File: src/rtl/isa_camac_bridge.sv
// ISA I/O window to CAMAC bridge: byte-lane shadow word, CAMAC read/write cycles with ack/timeout.
// Optional LAM interrupt path is built when ISA_CAMAC_BRIDGE_IRQ_EN is defined.
module isa_camac_bridge #(
    parameter logic [9:0] BASE_ADDR      = 10'h100,
    parameter int         CB_WIDTH       = 16,
    parameter int         TIMEOUT_CYCLES = 255
) (
    input  logic                isa_clk,
    input  logic                isa_reset,
    input  logic [9:0]          isa_addr,
    input  logic                isa_aen,
    input  logic                isa_ior,
    input  logic                isa_iow,
    input  logic [7:0]          isa_data_in,
    output logic [7:0]          isa_data_out,
    output logic                isa_data_oe,
    output logic                isa_chrdy,
    output logic [3:0]          cb_subaddr,
    output logic [CB_WIDTH-1:0] cb_data_out,
    input  logic [CB_WIDTH-1:0] cb_data_in,
    output logic                cb_req,
    output logic                cb_write,
    input  logic                cb_ack,
`ifdef ISA_CAMAC_BRIDGE_IRQ_EN
    input  logic                cb_lam,
    output logic                isa_irq,
`endif
    input  logic                cb_q
);

    localparam int              B        = CB_WIDTH / 8;
    localparam int              OW       = $clog2(B + 1);
    localparam logic [10:0]     ADDR_LO  = {1'b0, BASE_ADDR};
    localparam logic [10:0]     ADDR_HI  = ADDR_LO + 11'(B);
    localparam logic [OW-1:0]   OFF_CTRL = OW'(B);
    localparam logic [OW-1:0]   OFF_LAST = OW'(B - 1);
    localparam logic [7:0]      TO_LIMIT = 8'(TIMEOUT_CYCLES);

    typedef enum logic [1:0] {S_IDLE, S_WAIT, S_HOLD} state_t;

    state_t                state_q, state_d;
    logic [7:0]            cnt_q, cnt_d;
    logic [CB_WIDTH-1:0]   shadow_q, shadow_d, shadow_wr;
    logic [7:0]            data_out_q, data_out_d;
    logic                  cb_write_q, cb_write_d;
    logic [CB_WIDTH-1:0]   cb_dout_q, cb_dout_d;
    logic [3:0]            subaddr_q, subaddr_d;
    logic                  irq_en_q, irq_en_d;
    logic                  qflag_q, qflag_d;
    logic                  toflag_q, toflag_d;
    logic                  cb_req_q, chrdy_q;

    logic [1:0]            ior_sync_q, iow_sync_q;
    logic                  ior_prev_q, iow_prev_q;
    logic                  ior_s, iow_s, rd_edge, wr_edge;
    logic                  hit, lam_s;
    logic [OW-1:0]         off, lane;
    logic [7:0]            lane_byte, status;

    // Address is stable for the whole strobe, so it is decoded directly.
    assign hit = !isa_aen && ({1'b0, isa_addr} >= ADDR_LO) && ({1'b0, isa_addr} <= ADDR_HI);
    assign off = OW'(isa_addr - BASE_ADDR);
    assign lane = (off < OFF_CTRL) ? off : '0;
    assign lane_byte = shadow_q[8*lane +: 8];

    always_ff @(posedge isa_clk or posedge isa_reset) begin
        if (isa_reset) begin
            ior_sync_q <= 2'b11;
            iow_sync_q <= 2'b11;
            ior_prev_q <= 1'b1;
            iow_prev_q <= 1'b1;
        end else begin
            ior_sync_q <= {ior_sync_q[0], isa_ior};
            iow_sync_q <= {iow_sync_q[0], isa_iow};
            ior_prev_q <= ior_sync_q[1];
            iow_prev_q <= iow_sync_q[1];
        end
    end

    assign ior_s = ior_sync_q[1];
    assign iow_s = iow_sync_q[1];
    // A falling strobe only counts while the other strobe is idle high.
    assign rd_edge = ior_prev_q && !ior_s && iow_s;
    assign wr_edge = iow_prev_q && !iow_s && ior_s;

`ifdef ISA_CAMAC_BRIDGE_IRQ_EN
    logic [1:0] lam_sync_q;
    logic       irq_q;

    always_ff @(posedge isa_clk or posedge isa_reset) begin
        if (isa_reset) begin
            lam_sync_q <= 2'b00;
            irq_q      <= 1'b0;
        end else begin
            lam_sync_q <= {lam_sync_q[0], cb_lam};
            irq_q      <= lam_sync_q[1] & irq_en_q;
        end
    end

    assign lam_s   = lam_sync_q[1];
    assign isa_irq = irq_q;
`else
    logic unused_irq_en;
    assign lam_s         = 1'b0;
    assign unused_irq_en = irq_en_q;
`endif

    assign status = {4'b0000, lam_s, toflag_q, qflag_q, state_q != S_IDLE};

    always_comb begin
        shadow_wr = shadow_q;
        shadow_wr[8*lane +: 8] = isa_data_in;
    end

    always_comb begin
        state_d    = state_q;
        cnt_d      = cnt_q;
        shadow_d   = shadow_q;
        data_out_d = data_out_q;
        cb_write_d = cb_write_q;
        cb_dout_d  = cb_dout_q;
        subaddr_d  = subaddr_q;
        irq_en_d   = irq_en_q;
        qflag_d    = qflag_q;
        toflag_d   = toflag_q;
        case (state_q)
            S_IDLE: begin
                if (hit && wr_edge) begin
                    if (off == OFF_CTRL) begin
                        subaddr_d = isa_data_in[3:0];
                        irq_en_d  = isa_data_in[7];
                    end else begin
                        shadow_d = shadow_wr;
                        if (off == OFF_LAST) begin
                            state_d    = S_WAIT;
                            cnt_d      = 8'd0;
                            cb_write_d = 1'b1;
                            cb_dout_d  = shadow_wr;
                        end
                    end
                end else if (hit && rd_edge) begin
                    if (off == OFF_CTRL) begin
                        data_out_d = status;
                    end else if (off == '0) begin
                        state_d    = S_WAIT;
                        cnt_d      = 8'd0;
                        cb_write_d = 1'b0;
                    end else begin
                        data_out_d = lane_byte;
                    end
                end
            end
            S_WAIT: begin
                cnt_d = cnt_q + 8'd1;
                if (cb_ack) begin
                    qflag_d  = cb_q;
                    toflag_d = 1'b0;
                    state_d  = S_HOLD;
                    if (!cb_write_q) begin
                        shadow_d   = cb_data_in;
                        data_out_d = cb_data_in[7:0];
                    end
                end else if (cnt_d == TO_LIMIT) begin
                    qflag_d  = 1'b0;
                    toflag_d = 1'b1;
                    state_d  = S_HOLD;
                    if (!cb_write_q) begin
                        shadow_d   = '1;
                        data_out_d = 8'hFF;
                    end
                end
            end
            S_HOLD: begin
                if (ior_s && iow_s) state_d = S_IDLE;
            end
            default: state_d = S_IDLE;
        endcase
    end

    // Request/ready are registered from the next state so they never glitch.
    always_ff @(posedge isa_clk or posedge isa_reset) begin
        if (isa_reset) begin
            state_q    <= S_IDLE;
            cnt_q      <= 8'd0;
            shadow_q   <= '0;
            data_out_q <= 8'h00;
            cb_write_q <= 1'b0;
            cb_dout_q  <= '0;
            subaddr_q  <= 4'h0;
            irq_en_q   <= 1'b0;
            qflag_q    <= 1'b0;
            toflag_q   <= 1'b0;
            cb_req_q   <= 1'b0;
            chrdy_q    <= 1'b1;
        end else begin
            state_q    <= state_d;
            cnt_q      <= cnt_d;
            shadow_q   <= shadow_d;
            data_out_q <= data_out_d;
            cb_write_q <= cb_write_d;
            cb_dout_q  <= cb_dout_d;
            subaddr_q  <= subaddr_d;
            irq_en_q   <= irq_en_d;
            qflag_q    <= qflag_d;
            toflag_q   <= toflag_d;
            cb_req_q   <= (state_d == S_WAIT);
            chrdy_q    <= (state_d != S_WAIT);
        end
    end

    assign isa_data_out = data_out_q;
    assign isa_data_oe  = !ior_s && hit;
    assign isa_chrdy    = chrdy_q;
    assign cb_req       = cb_req_q;
    assign cb_write     = cb_write_q;
    assign cb_data_out  = cb_dout_q;
    assign cb_subaddr   = subaddr_q;

endmodule

File: config.mk
export PLATFORM = sky130hd
export DESIGN_NAME = isa_camac_bridge
export DESIGN_NICKNAME = d
export VERILOG_FILES = /design/src/rtl/isa_camac_bridge.sv
export SDC_FILE = /design/constraint.sdc
export NUM_CORES = 1
export LEC_CHECK = 0
export CORE_AREA = 2 2 75 95
export DETAILED_ROUTE_END_ITERATION = 8
export DIE_AREA = 0 0 77 97
export GPL_TIMING_DRIVEN = 0
export HOLD_SLACK_MARGIN = 0.03
export PLACE_DENSITY = 0.77
export SLEW_MARGIN = 5
export SYNTH_ARGS = -nofsm -noshare
export SYNTH_HDL_FRONTEND = slang
export SYNTH_SLANG_ARGS = --single-unit
File: constraint.sdc
create_clock -name isa_clk -period 3.03 [get_ports isa_clk]
set_input_delay 0.606 -clock isa_clk [delete_from_list [all_inputs] [get_ports isa_clk]]
set_output_delay 0.606 -clock isa_clk [all_outputs]
set_load 0.005 [all_outputs]
==> key figures <==
Power and ir drop
  • Power Density: 426.1 nW/µm²
  • Peak VDD IR: ~0.00038 V
  • Leakage: about 1.9 nW

Yosys
  • Cell area after synthesis: 3282 µm²
  • Sequential share of the synthesized area: between 40 and 50%
  • Synthesized instance count: 294
  • Asr flop ratio synth: 100.0%
  • EDFF count, synth: 0
  • Synthesized Nets: 337
  • Avg Cell Area, Syn: about 11 µm²
  • Number of register bits inferred by synthesis: 65
  • Predominant post-synthesis flop cell: sky130_fd_sc_hd__dfrtp_1
  • Number of library cell types mapped by synthesis: 61
  • Syn. warnings: 0

Status
  • Outcome: finished, final reports clean

Layout
  • Core occupancy in the finished layout: between 60% and 70%
  • P&R area growth vs syn: 32.86%
  • Share of cells above drive strength 1: 18.85%
  • Post-layout instance count excluding filler cells: 469
  • Layout Nets: 420
  • Antenna Cells: 0

GRT
  • All-layer global routing usage: a little under a quarter
  • Maximum number of pins on one net before global-route repair: 39
  • First-pass GRT wire length: ~14,000 µm
  • Aggregate global routing overflow: 0
  • Number of global-route vias before repair: 2,749
  • Antenna violations before repair: 0

Die
  • Width of the chip: between 70 and 80 µm
  • Row count: 33
  • Effective utilization at floorplan: just over 50%
  • Die height: 97 µm
  • Floorplan die area: roughly 7500 µm²
  • Core region area: 6524 µm²
  • Io pins: 73

Worst setup path
  • Worst Path Max Fanout: 5
  • Startpoint class of the critical path: input port
  • Element type at the critical path end: output pin
  • Critical path data arrival time: 2.29 ns
  • Class of the most critical setup path: input port to output pin
  • Data required, critical path: ~2.4 ns

Clocking
  • Worst-skew pair later-pin latency: 0.35 ns
  • TritonCTS clock tree: built
  • Maximum clock path buffer count: 2
  • Count of H-tree levels built during CTS: 3
  • Sink Count: 65
  • Clock tree root buffer cell: sky130_fd_sc_hd__clkbuf_8
  • TritonCTS buffer count: 9
  • Clock-pin slew reported for the worst setup and hold paths after clock tree synthesis: ~0.07 ns

Drt
  • Routed via count: 2,741
  • Iteration count of the initial detailed-routing pass: 4
  • Vias per Instance: 5.844
  • Total wire length: 8459 µm
  • DRC: 0
  • Drt first-iter violations: 199
  • Count of antenna-violating nets left after detailed routing: 0
  • Wire per inst: 18.04 µm

Timing
  • RSZ-0062 raised after global routing: no
  • Transition time at the pin with the least slew margin: between 1 and 1.5 ns
  • Pins Over Slew Limit: 0
  • Setup Viol. Count Final: 0
  • Crit share post-route: 95.59%
  • Worst Skew: 0.007143 ns
  • Final number of hold-violating endpoints: 0
  • Highest Clock Rate: between 300 and 400 MHz
  • Normalized max-slew margin: 30.26%
  • Min Tclk post-route: 2.896 ns
  • Final worst setup slack: 0.1335 ns

Placed design
  • RePlAce Congestion: 0.9022
  • Number of cells after detailed placement: 453
  • Setup WS pre-CTS: -0.003289 ns
  • Detailed placer's ending HPWL: 6173 µm
  • Input/output buffers: 71

Flow run
  • Maximum capacitance violations: 0

Worst hold path
  • Worst min-delay path class: flip-flop to flip-flop
per-stage QoR:
stage | setup TNS, ns | hold slack [ns] | cell area [µm²] | total power, mW
after CTS | 0 | 0.3568 | 4350 | 1.866
final | 0 | 0.3559 | 4360 | 1.858
after global placement | -15.04 | 0.3462 | 4101 | 1.032
after floorplan | 0 | 0.3452 | 3282 | 0.9551
after global routing | 0 | 0.3607 | 4360 | 1.914
after detailed placement | -0.003289 | 0.3468 | 4121 | 1.037
what timing repair did:
action                     4_1_cts  5_1_grt
hold buffers                     0        0
buffers inserted                 0        0
setup endpoints to repair        0        1
hold endpoints to repair         0        0
gates resized for setup          0        2
cells in the mapped netlist, types with 2 or more instances:
master,number,area [µm²]
sky130_fd_sc_hd__o31a_1,4,35.03
sky130_fd_sc_hd__nor2_1,11,41.29
sky130_fd_sc_hd__o21ai_0,10,50.05
sky130_fd_sc_hd__mux2i_1,8,80.08
sky130_fd_sc_hd__o22ai_1,12,75.07
sky130_fd_sc_hd__a22o_1,2,17.52
sky130_fd_sc_hd__a2111oi_0,2,17.52
sky130_fd_sc_hd__a221oi_4,2,52.55
sky130_fd_sc_hd__o21ai_2,2,17.52
sky130_fd_sc_hd__o32a_1,2,20.02
sky130_fd_sc_hd__a22oi_1,2,15.01
sky130_fd_sc_hd__dfrtp_1,58,1451
sky130_fd_sc_hd__dfstp_2,7,183.9
sky130_fd_sc_hd__a211oi_1,3,22.52
sky130_fd_sc_hd__inv_1,16,60.06
sky130_fd_sc_hd__buf_2,7,35.03
sky130_fd_sc_hd__and3b_1,2,17.52
sky130_fd_sc_hd__or2_2,2,12.51
sky130_fd_sc_hd__and3_1,3,18.77
sky130_fd_sc_hd__nor4b_1,2,17.52
sky130_fd_sc_hd__buf_1,3,11.26
sky130_fd_sc_hd__mux2_2,20,225.2
sky130_fd_sc_hd__a21oi_1,13,65.06
sky130_fd_sc_hd__nand2_1,12,45.04
sky130_fd_sc_hd__nand3_1,9,45.04
sky130_fd_sc_hd__nand3b_1,2,15.01
sky130_fd_sc_hd__a31oi_1,10,62.56
sky130_fd_sc_hd__ha_1,2,25.02
sky130_fd_sc_hd__mux2_4,7,105.1
sky130_fd_sc_hd__nor2b_1,6,37.54
sky130_fd_sc_hd__nand2b_1,3,18.77
sky130_fd_sc_hd__clkbuf_1,6,22.52
sky130_fd_sc_hd__nor3_1,5,25.02
sky130_fd_sc_hd__a221o_1,7,70.07
sky130_fd_sc_hd__o211ai_1,6,45.04
layer usage:
metal	part of all wire, %	vias up	GRT usage [%]
met5	0	-	0
met4	4.8	0	14.70
met3	5.2	28	4.198
met2	49	105	37.25
met1	41	1328	29.66
li1	-	1280	-
path summary, 6_finish.rpt:
check,slack [ns],endpoint,startpoint,depth (start not counted)
setup / recovery,0.13,isa_data_oe,isa_addr[5],5
hold / removal,0.36,ior_sync_q[1],ior_sync_q[0],0
setup reg to reg,0.62,shadow_q[7],cnt_q[0],6
hold reg to reg,0.36,ior_sync_q[1],ior_sync_q[0],0
max in group asynchronous,1.76,shadow_q[2],isa_reset,3
min in group asynchronous,0.66,isa_data_out[7],isa_reset,2
cells by family (layout without fill, tap and decap cells):
group / count (synthesis) / in the layout / share of synthesized area (%)
AOI/OAI and AO/OA: 90 / 90 / 20.70
and+or+nand+nor: 68 / 68 / 11.90
DFF: 65 / 65 / 49.83
muxes: 35 / 35 / 12.50
buffers and inverters: 33 / 121 / 4.041
adders and majority gates: 2 / 2 / 0.7624
xor gates and xnor gates: 1 / 1 / 0.2669
sequential cells by signal (all words and copies together) (netlist names):
signal and cells:
cb_subaddr 4, cb_req 1, iow_prev_q 1, iow_sync_q 2, ior_prev_q 1, cb_write 1
toflag_q 1, state_q 2, isa_chrdy 1, qflag_q 1, cnt_q 8, shadow_q 16
cb_data_out 16, isa_data_out 8, ior_sync_q 2
cells in the final DEF, fill, tap and decap left out, types with 8 or more instances in the layout:
cell type / synthesis / final
sky130_fd_sc_hd__mux2_2: 20 / 20
sky130_fd_sc_hd__clkdlybuf4s50_1: 0 / 71
sky130_fd_sc_hd__nor2_1: 11 / 11
sky130_fd_sc_hd__nand2_1: 12 / 12
sky130_fd_sc_hd__inv_1: 16 / 15
sky130_fd_sc_hd__dfrtp_1: 58 / 58
sky130_fd_sc_hd__a21oi_1: 13 / 13
sky130_fd_sc_hd__mux2i_1: 8 / 8
sky130_fd_sc_hd__o22ai_1: 12 / 12
sky130_fd_sc_hd__nand3_1: 9 / 8
sky130_fd_sc_hd__a31oi_1: 10 / 10
sky130_fd_sc_hd__clkbuf_8: 0 / 11
sky130_fd_sc_hd__o21ai_0: 10 / 10
critical path: stages:
cell,delay [ns]
sky130_fd_sc_hd__clkdlybuf4s50_1,0.40
sky130_fd_sc_hd__nor4b_1,0.45
sky130_fd_sc_hd__nand3_2,0.19
sky130_fd_sc_hd__nor2_1,0.13
sky130_fd_sc_hd__clkdlybuf4s50_1,0.51
report_power, final:
group	switching, mW	internal, mW
logic	0.0672	0.0724
registers	0.00600	0.878
clock network	0.330	0.505
total	0.403	1.45
final cells by class:
type	instances	area, µm²
tap	87	108.9
clock buffer	11	151.4
inverter	17	63.81
fill	549	2163
buffer	16	68.82
timing repair buffer	72	730.7
clock inverter	5	77.57
sequential	65	1635
multi-input combinational	196	1524
(Power assumes the default switching activity.)
